## config.mk

```make
export PLATFORM = sky130hd
export DESIGN_NAME = flash_addr_ctrl
export DESIGN_NICKNAME = d
export VERILOG_FILES = /design/src/rtl/flash_addr_ctrl.sv
export SDC_FILE = /design/constraint.sdc
export NUM_CORES = 1
export LEC_CHECK = 0
export BUFFER_PORTS_ARGS = -buffer_cell sky130_fd_sc_hd__buf_4
export CAP_MARGIN = 5
export CORE_MARGIN = 3
export CORE_UTILIZATION = 35
export CTS_CLUSTER_SIZE = 28
export DETAILED_ROUTE_END_ITERATION = 8
export SLEW_MARGIN = 10
export SYNTH_ARGS = -nofsm -noshare
export SYNTH_HDL_FRONTEND = slang
export SYNTH_SLANG_ARGS = --single-unit
export TNS_END_PERCENT = 10
```

## constraint.sdc

```tcl
create_clock -name clk -period 2.1 [get_ports clk]
set_input_delay 0.21 -clock clk [delete_from_list [all_inputs] [get_ports clk]]
set_output_delay 0.21 -clock clk [all_outputs]
set_load 0.03 [all_outputs]
```

## src/rtl/flash_addr_ctrl.sv

```systemverilog
// Flash audio address walker: fetches 32-bit words forward or backward and
// plays them out as two 16-bit samples, one per audio tick, with restart handshake.
module flash_addr_ctrl #(
  parameter int unsigned       ADDR_W   = 23,
  parameter logic [ADDR_W-1:0] MAX_ADDR = ADDR_W'(23'h7FFFF)
) (
  input  logic              clk,
  input  logic              rst_n,
  input  logic              start,
  input  logic              direction,
  input  logic              restart,
  input  logic              sample_tick,
  output logic              flash_read,
  input  logic              flash_waitrequest,
  output logic [ADDR_W-1:0] flash_address,
  input  logic [31:0]       flash_readdata,
  input  logic              flash_readdatavalid,
  output logic [15:0]       audio_sample,
  output logic              sample_valid,
  output logic              restart_done
);

  typedef enum logic [2:0] {
    IDLE, REQ, WAIT_DATA, OUT_FIRST, OUT_SECOND, STEP, RESTART
  } state_t;

  state_t            state;
  logic [ADDR_W-1:0] addr;
  logic [31:0]       data_reg;
  logic              dir_hold;
  logic              restart_armed;
  logic              restart_pend;

  logic [ADDR_W-1:0] step_addr_c;
  logic [ADDR_W-1:0] restart_addr_c;
  logic              restart_req_c;
  logic              play_tick_c;

  // Next word address with wrap at both ends of the clip
  always_comb begin
    step_addr_c = addr;
    if (direction) begin
      step_addr_c = (addr == MAX_ADDR) ? '0 : addr + ADDR_W'(1);
    end else begin
      step_addr_c = (addr == '0) ? MAX_ADDR : addr - ADDR_W'(1);
    end
  end

  assign restart_addr_c = direction ? '0 : MAX_ADDR;
  // A held restart only counts once; it must be seen low before it re-arms
  assign restart_req_c  = restart & restart_armed;
  assign play_tick_c    = sample_tick & start;

  always_ff @(posedge clk or negedge rst_n) begin
    if (!rst_n) begin
      state         <= IDLE;
      addr          <= '0;
      data_reg      <= '0;
      dir_hold      <= 1'b0;
      restart_armed <= 1'b1;
      restart_pend  <= 1'b0;
      flash_read    <= 1'b0;
      flash_address <= '0;
      audio_sample  <= '0;
      sample_valid  <= 1'b0;
      restart_done  <= 1'b0;
    end else begin
      sample_valid <= 1'b0;
      restart_done <= 1'b0;
      if (!restart) restart_armed <= 1'b1;

      case (state)
        IDLE: begin
          if (restart_req_c) begin
            state <= RESTART;
          end else if (start) begin
            state         <= REQ;
            flash_read    <= 1'b1;
            flash_address <= addr;
          end
        end

        REQ: begin
          if (restart_req_c) restart_pend <= 1'b1;
          if (!flash_waitrequest) begin
            flash_read <= 1'b0;
            state      <= WAIT_DATA;
          end
        end

        // Bus transaction always completes; a pending restart discards the word
        WAIT_DATA: begin
          if (restart_req_c) restart_pend <= 1'b1;
          if (flash_readdatavalid) begin
            if (restart_pend || restart_req_c) begin
              state <= RESTART;
            end else begin
              data_reg <= flash_readdata;
              state    <= OUT_FIRST;
            end
          end
        end

        OUT_FIRST: begin
          if (restart_req_c) begin
            state <= RESTART;
          end else if (play_tick_c) begin
            dir_hold     <= direction;
            audio_sample <= direction ? data_reg[15:0] : data_reg[31:16];
            sample_valid <= 1'b1;
            state        <= OUT_SECOND;
          end
        end

        OUT_SECOND: begin
          if (restart_req_c) begin
            state <= RESTART;
          end else if (play_tick_c) begin
            audio_sample <= dir_hold ? data_reg[31:16] : data_reg[15:0];
            sample_valid <= 1'b1;
            state        <= STEP;
          end
        end

        STEP: begin
          if (restart_req_c) begin
            state <= RESTART;
          end else begin
            addr          <= step_addr_c;
            flash_address <= step_addr_c;
            flash_read    <= 1'b1;
            state         <= REQ;
          end
        end

        RESTART: begin
          addr          <= restart_addr_c;
          restart_done  <= 1'b1;
          restart_armed <= 1'b0;
          restart_pend  <= 1'b0;
          if (start) begin
            flash_read    <= 1'b1;
            flash_address <= restart_addr_c;
            state         <= REQ;
          end else begin
            state <= IDLE;
          end
        end

        default: state <= IDLE;
      endcase
    end
  end

endmodule

```

# After elaboration in Yosys (flattened, before gate mapping)
# Cells that the tools add are included.
# totals
reg_bits,103
in_bits,40
out_inout_bits,42
elab_cells,99
# op_classes
addsub,2
n_eq_ne,22
mux,42
bitwise_logic,4
reduce_logical,18
# ops
cell,count
two-way mux 23 bit,7
two-way mux 16 bit,6
case mux 23 bit (3 select lines),1
case mux 23 bit (2 select lines),1
case mux 16 bit (2 select lines),1
two-way mux 3 bit,10
"adder 23 x 1 -> 23 bit, second input constant",1
"equality test 23 x 19 -> 1 bit, second input constant",1
logical NOT 23 bit,1
"subtractor 23 x 1 -> 23 bit, second input constant",1
case mux 3 bit (7 select lines),1
"!= test 2 bit, second input constant",10
two-way mux 19 bit,1
AND reduction 5 bit,3
two-way mux 1 bit,12
"equality test 3 bit, second input constant",3
"!= test 3 bit, second input constant",3
"equality test 3 x 2 -> 1 bit, second input constant",2
AND reduction 3 bit,2
nonzero test 2 bit,3
"!= test 2 x 1 -> 1 bit, second input constant",2
case mux 1 bit (4 select lines),1
AND reduction 2 bit,2
AND reduction 4 bit,1
9 further kinds,12

# Longest topological paths before layout
# Gate-level depths: netlist of run 1.
# depth
word_depth,5
depth_mapped,10
ltp_nobuf,8

# Worst setup path after synthesis of run 1
# OpenSTA, ideal clock, no wires.
# synth_path
path_type,register to register
start,register addr[1]
end,register flash_address[19]
setup_time_ps,121
arrival_time_ps,2205
required_ps,1979
setup_slack_ps,-226
path_stages_with_launch,11
path_buffers,2
period_less_slack_ps,2326
path_cell_list,dfrtp_1 clkbuf_1 inv_1 ha_1 nor4b_2 nand2_1 or4_1 buf_2 a221oi_2 a211o_1 nand2_1
# synth_via
elab_chain_cells,5
word_cells_on_any_way,9
classes_between,2 x add/sub; 1 x eq/ne; 5 x mux; 1 x reduce/logical
# synth_lines
element,line,source
from (decl),28,logic [ADDR_W-1:0] addr;
from (signal assigned),129,addr <= step_addr_c;
from (signal assigned),137,addr <= restart_addr_c;
"subtractor 23 x 1 -> 23 bit, or another cell as far along",45,step_addr_c = (addr == '0) ? MAX_ADDR : addr - ADDR_W'(1);
two-way mux 23 bit (on tied branches),"45, 43",
two-way mux 23 bit *,42,if (direction) begin
two-way mux 23 bit *,126,if (restart_req_c) begin
case mux 23 bit (3 select lines) *,72,case (state)
to (signal assigned),79,flash_address <= addr;
to (signal assigned),130,flash_address <= step_addr_c;
to (signal assigned),143,flash_address <= restart_addr_c;
to (decl),15,"output logic [ADDR_W-1:0] flash_address,"
# Every way passes the cells marked *; elsewhere a longest branch is shown, timed or not. The select of a mux whose other input is x is not followed.
# A chain may end at the register's enable or synchronous reset.

# Worst setup path in the final report of run 1
# layout_path
start,register addr[6]
end,register flash_address[15]
# Same word-level chain as after synthesis.

==> results.md, run 1 <==
- Status: finished with violations
- Failing checks: setup timing
- Relative slew slack: 54.79%
- Startpoint Class: register
- Post-synthesis register bit count: 103
- Final Skew: 0.01087 ns
- Max Freq: 0.4454 GHz
- Fin Setup TNS: -2.183 ns
- Clk root buf: clkbuf_16
- Post-Route WL: 19.84 mm
- Vias in the first global route: 5820
- N_diodes: 0
- Post-layout util: 49.17%
- Unique masters post-synth: 77
- Clk_lat worst skew: 0.36 ns
- Worst Reg-to-Reg Cells: 8
- Area delta synth->final: 34.98%
- Fin nets: 862
- Dpl cells: 1018
- Max VDD drop: 0.0008560 V
- Die X: 138.5 um
- Final period utilization: 106.9%
- Pwr Total: 12.03 mW
- CP Data Arrival Time: 2.53 ns
- Worst-path maximum fanout: 4
- Core box area: 0.01688 mm^2
- Mapped cell area: 0.006148 mm^2
- Worst slew pin tran: 0.6757 ns
- RSZ-0062 raised after global routing: true
- DP Area: 0.007646 mm^2
- Crit path largest cell delay: 0.45 ns
- Cell Count, Final, Fillers Out: 1045
- Vias after detailed routing: 5861
- CTS tree: built
- All-Layer GR Usage: 20.39%
- FFs w/ async S/R, synth: 100.0%
- Die ar.: 0.01919 mm^2
- Worst Setup Path Type: register to register
- IO Pins: 82
- IO buf count: 81
- Hold Vio Cnt, Final: 0
- Fin worst setup slack: -0.1452 ns
- Top_reg_cell synth: dfrtp_1
- Final Critical Period: 2.245 ns
- Post-route ant nets: 0
- First-pass GRT wire length: 31.64 mm
- HP Class: input port to register
- Fillers: 1566
- Mean post-synth cell area: 9.288 um^2
- Initial DRC count: 524
- Final setup violation count: 27
- Clk sinks: 103
- Hold Crit Depth: 2
- EDFF count, synth: 0
- Mapped Nets: 704
- Starting Density: 36.43%
- Reg area: 0.002590 mm^2
- GPL Wtd Cong: 0.9675
- Pre-antenna DRT Iters: 5
- Syn Inst Count: 662
- Largest net degree at the start of global routing: 59
- Worst path required time: 2.38 ns
- DR vias/cell: 5.609
- TritonCTS Buffers: 9
- Design Area, Final: 0.008299 mm^2
- Grt total ovfl: 0
- WL/cell: 18.99 um
- CP max-delay cell: dfrtp_2
- Initial antenna violation count: 0
- Critical Path Sink Type: register
- Layout cell share with drive strength beyond 1: 40.00%
- Max reg flops: 32
- Std-Cell Rows: 47
- DRC: 0
- Max H-tree Level: 3
- LEAKAGE: 3.557 nW
- Seq/Total Area, Yosys: 41.94%
- Vert. Die Dim: 138.5 um
- Most frequent CP cell: buf_4
- CTS Buffer Depth: 2
- Detailed Place HPWL: 14.33 mm
- Max Cap Viol: 0
- Power Dens Cells: 1449 mW/mm^2
- Crit-path cells: buf_4 > nor4_4 > buf_4 > nand3_2 > o31a_1 > a221oi_1 > a211oi_1 > nor3_1
- Synth Warn #: 0
- Slew Viols, Final: 0
- CTS clk-pin slew, worst paths: 0.08 ns
- Multi-input logic area: 0.003446 mm^2
-- layout by cell type (no fill, tap or decap), types with 5 or more instances in the layout --
cell	netlist	layout
or3_1	8	6
mux2i_1	17	17
o21ai_1	5	7
nand3_1	14	12
nor3_2	4	5
nor3_1	18	14
dfrtp_2	0	9
nand2_1	51	49
o22ai_1	5	5
clkbuf_16	0	9
dfrtp_1	102	93
inv_1	15	13
nand4_1	6	6
a21oi_1	62	59
xnor2_1	7	7
buf_4	3	190
nor2_1	84	82
mux2_2	34	34
o21ai_0	26	21
or4_4	2	5
buf_12	0	7
a21o_1	5	5
a31oi_1	19	19
a211oi_1	6	5
-- repair_timing --
action | in CTS | in global routing
cloned | 0 | 0
hold endpoints to repair | 18 | 0
pin swaps | 13 | 9
resized for setup | 38 | 22
setup buffers | 8 | 2
endpoints found under the setup margin | 38 | 41
hold buffers | 1 | 0
-- critical path, delay by kind of cell, from the launching register on --
family / cells / cell delay (ns)
AND/OR/NAND/NOR: 3 / 0.52
AO/OA/AOI/OAI: 3 / 0.85
buffers and inverters: 2 / 0.34
flip-flops: 1 / 0.45
-- power breakdown --
part           total, mW  internal, mW  switching [mW]
sequential          3.66          2.95           0.710
combinational       6.58          2.86            3.72
clock               1.79         0.870           0.923
total               12.0          6.68            5.35
-- final cells by class --
cell class	instances	share of cell area [%]
well taps	220	3.317
repair buffers	201	19.40
multi-input cells	490	41.52
clock inverters	7	1.131
clock buffers	9	2.714
inverters	15	0.7086
flip-flops and latches	103	31.21
-- routing by layer --
layer	wire (um)	vias to the layer above	GRT usage, %
li1	-	2745	-
met1	8371	2851	26.97
met2	9560	238	33.02
met3	1588	27	5.862
met4	321	0	5.304
met5	0	-	0
-- worst paths after layout --
check / start / to / slack (ns)
worst max-delay path: addr[6] / flash_address[15] / -0.15
worst min-delay path: restart / restart_armed / 0.01
worst max register to register: addr[6] / flash_address[15] / -0.15
worst min register to register: restart_armed / restart_armed / 0.49
max in group asynchronous: rst_n / addr[1] / 1.14
min in group asynchronous: rst_n / flash_address[12] / 0.28
-- metrics by stage --
| step | hold slack [ns] | setup WS (ns) |
|---|---|---|
| floorplan | -0.08559 | -0.1086 |
| global placement | 0.1159 | -0.2257 |
| detailed placement | 0.1188 | -0.2567 |
| CTS | 0.001104 | -0.1365 |
| global route | 0.0002297 | -0.2681 |
| finish | 0.01109 | -0.1452 |
-- kinds of logic (layout without fill, tap and decap cells) --
family | Yosys count | after routing | synth area share [%]
flip-flops | 103 | 103 | 41.94
adder cells (fa/ha/maj) | 3 | 3 | 0.5697
buffers and inverters | 69 | 232 | 6.206
AO/OA/AOI/OAI | 183 | 183 | 19.27
multiplexers | 51 | 51 | 8.995
XOR/XNOR | 10 | 10 | 1.425
AND/OR/NAND/NOR | 243 | 243 | 21.59
-- Yosys cell counts, types with 6 or more instances --
| library cell | n | share of area (%) |
|---|---|---|
| dfrtp_1 | 102 | 42 |
| clkbuf_8 | 7 | 1.6 |
| or4_1 | 7 | 0.85 |
| mux2_2 | 34 | 6.2 |
| nand2_1 | 51 | 3.1 |
| inv_1 | 15 | 0.92 |
| a211oi_1 | 6 | 0.73 |
| o21ai_0 | 26 | 2.1 |
| or3_1 | 8 | 0.81 |
| nor2_1 | 84 | 5.1 |
| xnor2_1 | 7 | 1.0 |
| clkbuf_1 | 35 | 2.1 |
| nor3_1 | 18 | 1.5 |
| nor4_1 | 7 | 0.71 |
| a21oi_1 | 62 | 5.0 |
| nand3_1 | 14 | 1.1 |
| nand4_1 | 6 | 0.61 |
| mux2i_1 | 17 | 2.8 |
| a31oi_1 | 19 | 1.9 |
(Power assumes the default switching activity.)
==> run 2, diff against run 1 <==
==> constraint.sdc (replaced) <==
create_clock -name clk -period 2.1 [get_ports clk]
set_input_delay 0.42 -clock clk [delete_from_list [all_inputs] [get_ports clk]]
set_output_delay 0.42 -clock clk [all_outputs]
set_load 0.03 [all_outputs]
==> results.md, run 2 (same netlist as run 1, synthesis figures left out) <==
- Status: finished with violations (unchanged)
- Failing checks: setup timing (unchanged)
- Post-route ant nets: 0 (unchanged)
- Worst slack, placed: -0.2558 ns (was -0.2567 ns)
- Post-Route WL: 20.56 mm (was 19.84 mm)
- Post-layout util: 49.59% (was 49.17%)
- Initial DRC count: 381 (was 524)
- Starting Density: 36.43% (unchanged)
- M3 GR Usage: 5.379% (was 5.862%)
- GR Layer Usage met2: 33.63% (was 33.02%)
- RSZ-0062 raised after global routing: true (unchanged)
- Std-Cell Rows: 47 (unchanged)
- N_diodes: 0 (unchanged)
- Met1 global-route usage: 27.93% (was 26.97%)
- Area delta synth->final: 36.12% (was 34.98%)
- Max Freq: 0.4390 GHz (was 0.4454 GHz)
- Hold buffers post-CTS: 0 (was 1)
- Worst slew pin tran: 0.6547 ns (was 0.6757 ns)
- Dpl cells: 1020 (was 1018)
- Core box area: 0.01688 mm^2 (unchanged)
- Cell Count, Final, Fillers Out: 1044 (was 1045)
- Worst Reg-to-Reg Cells: 7 (was 8)
- DRC: 0 (unchanged)
- Vias in the first global route: 6041 (was 5820)
- Power Dens Cells: 1451 mW/mm^2 (was 1449 mW/mm^2)
- Vert. Die Dim: 138.5 um (unchanged)
- Final period utilization: 108.5% (was 106.9%)
- Startpoint Class: register (unchanged)
- Detailed Place HPWL: 14.52 mm (was 14.33 mm)
- Clk sinks: 103 (unchanged)
- Most common cell after layout, fill and taps aside: buf_4 (unchanged)
- IO Pins: 82 (unchanged)
- CP Data Arrival Time: 2.56 ns (was 2.53 ns)
- Max Cap Viol: 0 (unchanged)
- WL/cell: 19.69 um (was 18.99 um)
- TritonCTS Buffers: 9 (unchanged)
- Grt total ovfl: 0 (unchanged)
- Final setup violation count: 27 (unchanged)
- Max H-tree Level: 3 (unchanged)
- Critical Path Sink Type: register (unchanged)
- CTS clk-pin slew, worst paths: 0.08 ns (about the same)
- Clk_lat worst skew: 0.36 ns (about the same)
- Fin worst setup slack: -0.1779 ns (was -0.1452 ns)
- Hold_ws: 0.05688 ns (was 0.01109 ns)
- IO buf count: 81 (unchanged)
- Layout cell share with drive strength beyond 1: 41.02% (was 40.00%)
- Max reg flops: 32 (unchanged)
- Hold Vio Cnt, Final: 0 (unchanged)
- First-pass GRT wire length: 32.62 mm (was 31.64 mm)
- Worst reg-to-reg setup slack: -0.18 ns (was -0.15 ns)
- All-Layer GR Usage: 20.87% (was 20.39%)
- Worst-path maximum fanout: 8 (was 4)
- Global-route layer with the greatest usage: met2 (unchanged)
- Clk root buf: clkbuf_16 (unchanged)
- CTS tree: built (unchanged)
- Worst reg2reg endpoint: flash_address[17] (was flash_address[15])
- Final Skew: 0.01119 ns (was 0.01087 ns)
- HP Class: input port to async pin (was input port to register)
- Worst path required time: 2.38 ns (about the same)
- Initial antenna violation count: 0 (unchanged)
- Die ar.: 0.01919 mm^2 (unchanged)
- Pre-antenna DRT Iters: 5 (unchanged)
- CTS Buffer Depth: 2 (unchanged)
- Relative slew slack: 56.35% (was 54.79%)
- Commonest non-fill, non-tap cells in the layout: buf_4 (182), dfrtp_1 (92), nor2_1 (81) (was buf_4 (190), dfrtp_1 (93), nor2_1 (82))
- R2R Path Start: addr[0] (was addr[6])
- DR vias/cell: 5.644 (was 5.609)
- Die X: 138.5 um (unchanged)
- Max VDD drop: 0.0008011 V (was 0.0008560 V)
- Final Critical Period: 2.278 ns (was 2.245 ns)
- Worst Setup Path Type: register to register (unchanged)
- Fin Setup TNS: -2.176 ns (was -2.183 ns)
- GPL Wtd Cong: 0.9084 (was 0.9675)
- LEAKAGE: 3.585 nW (was 3.557 nW)
- Slew Viols, Final: 0 (unchanged)
- Vias after detailed routing: 5892 (was 5861)
- Fin nets: 861 (was 862)
- Largest net degree at the start of global routing: 104 (was 59)
==> run 2: how the worst max path moves through the flow <==
stage              from                 to  slack [ns]  cells after the start
2_1_floorplan   addr[1]  flash_address[19]       -0.11                     10
3_3_place_gp    addr[0]   flash_address[0]       -0.18                     10
3_5_place_dp    addr[0]  flash_address[15]       -0.26                      7
4_1_cts         addr[1]           addr[21]       -0.15                      7
5_1_grt        addr[11]           addr[21]       -0.24                      7
6_report        addr[0]  flash_address[17]       -0.18                      7
==> run 2: report_power, final <==
part	total [mW]	leakage, nW	switching, mW	internal (mW)
Clock	1.76	0.153	0.902	0.862
Sequential	3.71	1.20	0.767	2.95
Combinational	6.67	2.23	3.75	2.92
Total	12.1	3.59	5.42	6.73
==> run 2: critical path, stage by stage, from the launching register on <==
cell	delay, ns
dfrtp_2	0.44
buf_6	0.15
nor3_4	0.21
nand3_4	0.17
or4b_2	0.69
a31oi_2	0.26
o21ai_1	0.10
a21oi_1	0.17
==> run 2: final cells by class <==
type                       instances  area [um^2]
fill                            1565         8508
multi-input combinational        490         3486
sequential                       103         2591
timing repair buffer             200         1639
tap                              220        275.3
clock buffer                       9        225.2
clock inverter                     7        93.84
inverter                          15        58.81
==> run 2: timing repair <==
action,4_1_cts,5_1_grt
cloned,0,0
pin swaps,9,21
setup endpoints to repair,36,50
hold endpoints to repair,0,0
resized for setup,33,47
setup buffers,1,7
==> run 2: metrics by stage <==
stage,total power [mW],cell area [um^2]
floorplan,7.571,6190
global route,12.93,8369
detailed placement,9.974,7674
CTS,11.91,8129
global placement,9.784,7674
finish,12.15,8369
==> run 2: routing by layer <==
metal  vias to the layer above  wire, um
li1                       2739         -
met1                      2917      9031
met2                       207      9765
met3                        29      1322
met4                         0       437
met5                         -         0
==> run 3, diff against run 2 <==
Settings changed: ABC_AREA set to 1, CORE_MARGIN 3 to 2, CTS_BUF_LIST set to sky130_fd_sc_hd__clkbuf_2.
==> results.md, run 3 <==
- Status: finished, final reports clean (was finished with violations)
- Layout cell share with drive strength beyond 1: 19.14% (was 41.02%)
- Max VDD drop: 0.0007090 V (was 0.0008011 V)
- CP Capture Point: addr[0] (was flash_address[17])
- Clk sinks: 103 (unchanged)
- Vias in the first global route: 6022 (was 6041)
- DRC: 0 (unchanged)
- Simple-gate area share of the yosys netlist: 30.71% (was 21.59%)
- Critical Path Sink Type: register (unchanged)
- Final Skew: 0.03360 ns (was 0.01119 ns)
- CP Data Arrival Time: 2.53 ns (was 2.56 ns)
- Power Dens Cells: 1440 mW/mm^2 (was 1451 mW/mm^2)
- TritonCTS Buffers: 9 (unchanged)
- First-pass GRT wire length: 30.48 mm (was 32.62 mm)
- Mean post-synth cell area: 7.054 um^2 (was 9.288 um^2)
- Syn Inst Count: 901 (was 662)
- Area share of the leading cell type in the synthesized netlist: 40.16% (was 41.51%)
- Worst setup path start: addr[14] (was addr[0])
- WL/cell: 14.73 um (was 19.69 um)
- Clk_lat worst skew: 0.67 ns (was 0.36 ns)
- XOR/XNOR Fraction of Synth Area: 1.654% (was 1.425%)
- Top-count cell post-synth: nand2_1 (was dfrtp_1)
- Mapped cell area: 0.006356 mm^2 (was 0.006148 mm^2)
- RSZ-0062 raised after global routing: true (unchanged)
- Post-Route WL: 18.38 mm (was 20.56 mm)
- Top_reg_cell synth: dfrtp_1 (unchanged)
- Most common cell after layout, fill and taps aside: nand2_1 (was buf_4)
- IO Pins: 82 (unchanged)
- Detailed Place HPWL: 13.35 mm (was 14.52 mm)
- Fillers: 1809 (was 1565)
- Die X: 138.8 um (was 138.5 um)
- CTS clk-pin slew, worst paths: 0.31 ns (was 0.08 ns)
- Grt total ovfl: 0 (unchanged)
- DR vias/cell: 5.021 (was 5.644)
- Hold Vio Cnt, Final: 0 (unchanged)
- Synth Warn #: 0 (unchanged)
- Relative slew slack: 65.73% (was 56.35%)
- Mapped Nets: 943 (was 704)
- Max Freq: 0.5241 GHz (was 0.4390 GHz)
- Design Area, Final: 0.007861 mm^2 (was 0.008369 mm^2)
- IO buf count: 81 (unchanged)
- Slew Viols, Final: 0 (unchanged)
- Final Critical Period: 1.908 ns (was 2.278 ns)
- Core box area: 0.01790 mm^2 (was 0.01688 mm^2)
- Max reg flops: 32 (unchanged)
- EDFF count, synth: 0 (unchanged)
- Vert. Die Dim: 138.8 um (was 138.5 um)
- Worst reg-to-reg setup slack: 0.19 ns (was -0.18 ns)
- Clk root buf: clkbuf_2 (was clkbuf_16)
- N_diodes: 0 (unchanged)
- Max Cap Viol: 0 (unchanged)
- Biggest area consumer among synthesized cells: dfrtp_1 (unchanged)
- DP Area: 0.007353 mm^2 (was 0.007674 mm^2)
- Final setup violation count: 0 (was 27)
- Fin nets: 1056 (was 861)
- Largest net degree at the start of global routing: 55 (was 104)
- Final period utilization: 90.85% (was 108.5%)
- CTS tree: built (unchanged)
- Worst-path maximum fanout: 8 (unchanged)
- Vias after detailed routing: 6266 (was 5892)
- LEAKAGE: 3.606 nW (was 3.585 nW)
- Hold_ws: 0.05411 ns (was 0.05688 ns)
- Pre-antenna DRT Iters: 5 (unchanged)
- Dpl cells: 1196 (was 1020)
- FFs w/ async S/R, synth: 100.0% (unchanged)
- Worst slew pin tran: 0.5141 ns (was 0.6547 ns)
- Std-Cell Rows: 49 (was 47)
- Fin Setup TNS: 0 ns (was -2.176 ns)
- HP Class: input port to register (was input port to async pin)
- Initial DRC count: 324 (was 381)
- Min-Delay Startpoint: sample_tick
- Die ar.: 0.01925 mm^2 (was 0.01919 mm^2)
- Largest cells by area after synthesis: dfrtp_1 (40%), nand2_1 (14%), nor2_1 (7.9%), a21oi_1 (5.4%), o21ai_0 (4.8%) (was dfrtp_1 (42%), mux2_2 (6.2%), nor2_1 (5.1%), a21oi_1 (5.0%), nand2_1 (3.1%))
- Worst Setup Path Type: register to register (unchanged)
- Cell Count, Final, Fillers Out: 1248 (was 1044)
- Most frequent cells after synthesis: nand2_1 (233), nor2_1 (133), dfrtp_1 (102), inv_1 (71), a21oi_1 (69) (was dfrtp_1 (102), nor2_1 (84), a21oi_1 (62), nand2_1 (51), clkbuf_1 (35))
- Unique masters post-synth: 45 (was 77)
- Worst reg2reg endpoint: addr[0] (was flash_address[17])
- Post-route ant nets: 0 (unchanged)
- Commonest non-fill, non-tap cells in the layout: nand2_1 (231), nor2_1 (128), buf_4 (114) (was buf_4 (182), dfrtp_1 (92), nor2_1 (81))
- Reg area: 0.002584 mm^2 (was 0.002591 mm^2)
- Initial antenna violation count: 0 (unchanged)
- Multiplexer area fraction after synthesis: 1.772% (was 8.995%)
- Multi-input logic area: 0.003287 mm^2 (was 0.003486 mm^2)
- Complex-gate fraction of the synthesized area: 16.59% (was 19.27%)
- Worst path required time: 2.72 ns (was 2.38 ns)
- All-Layer GR Usage: 19.41% (was 20.87%)
- Seq/Total Area, Yosys: 40.57% (was 41.94%)
- Post-synthesis register bit count: 103 (unchanged)
- GPL Wtd Cong: 0.9543 (was 0.9084)
- Starting Density: 35.50% (was 36.43%)
- Worst Reg-to-Reg Cells: 7 (unchanged)
- CTS Buffer Depth: 2 (unchanged)
- Post-layout util: 43.91% (was 49.59%)
- Synth Area in Adders: 0.3937% (was 0.5698%)
- R2R Path Start: addr[14] (was addr[0])
- Main combinational cell family by area after synthesis: simple AND/OR/NAND/NOR gates (unchanged)
- Area delta synth->final: 23.68% (was 36.12%)
- Max H-tree Level: 3 (unchanged)
- Startpoint Class: register (unchanged)
==> run 3: metrics by stage <==
step	total power [mW]	worst slack, ns
final	11.32	0.1921
after global routing	12.36	-0.02723
after CTS	11.38	0.01407
after detailed placement	10.31	0.1019
after global placement	10.24	0.1851
after floorplan	8.294	0.3546
==> run 3: power breakdown <==
group          internal, mW  switching [mW]  leakage [nW]  total [mW]
clock network         0.199           0.785        0.0722       0.984
logic                  2.46            4.10          2.35        6.56
registers              2.94           0.836          1.19        3.78
==> run 3: how the worst min path moves through the flow <==
| stage | end | slack [ns] | cells after the start |
|---|---|---|---|
| final | state[2] | 0.05 | 4 |
| after global routing | state[2] | 0.03 | 4 |
| after CTS | state[2] | 0.01 | 4 |
| after detailed placement | flash_address[11] | 0.44 | 1 |
| after global placement | flash_address[11] | 0.43 | 1 |
| after floorplan | addr[0] | 0.12 | 0 |
==> run 3: cell type report <==
type	instances	share of cell area, %
sequential	103	32.87
clock inverter	6	0.7958
multi-input combinational	670	41.81
inverter	76	3.629
timing repair buffer	154	16.62
clock buffer	10	0.6366
tap	229	3.645
==> run 3: cell families (layout without fill, tap and decap cells) <==
group / after synthesis / count (layout)
xor+xnor: 12 / 12
fa+ha+maj: 2 / 2
compound gates: 183 / 183
simple gates: 463 / 463
flops: 103 / 103
buf+inv: 128 / 246
mux: 10 / 10
==> run 3: critical path: stages, from the launching register on <==
cell and delay (ns):
dfrtp_1 0.57, nor2_1 0.19, nand2_1 0.13, nor2_1 0.20, nand4_1 0.29, a21oi_1 0.27
nand2_1 0.07, a21oi_1 0.14
==> run 3: what timing repair did <==
item / in CTS / in global routing
resized for setup: 0 / 16
setup buffers: 0 / 1
setup endpoints to repair: 0 / 28
hold endpoints to repair: 82 / 0
hold buffers: 35 / 0
==> run 3: metal layers <==
| layer | share of wire (%) | GRT usage [%] | vias to the layer above |
|---|---|---|---|
| met5 | 0 | 0 | - |
| met4 | 1.0 | 3.934 | 0 |
| met3 | 4.5 | 4.178 | 15 |
| met2 | 49 | 33.63 | 137 |
| met1 | 45 | 25.13 | 2960 |
| li1 | - | - | 3154 |
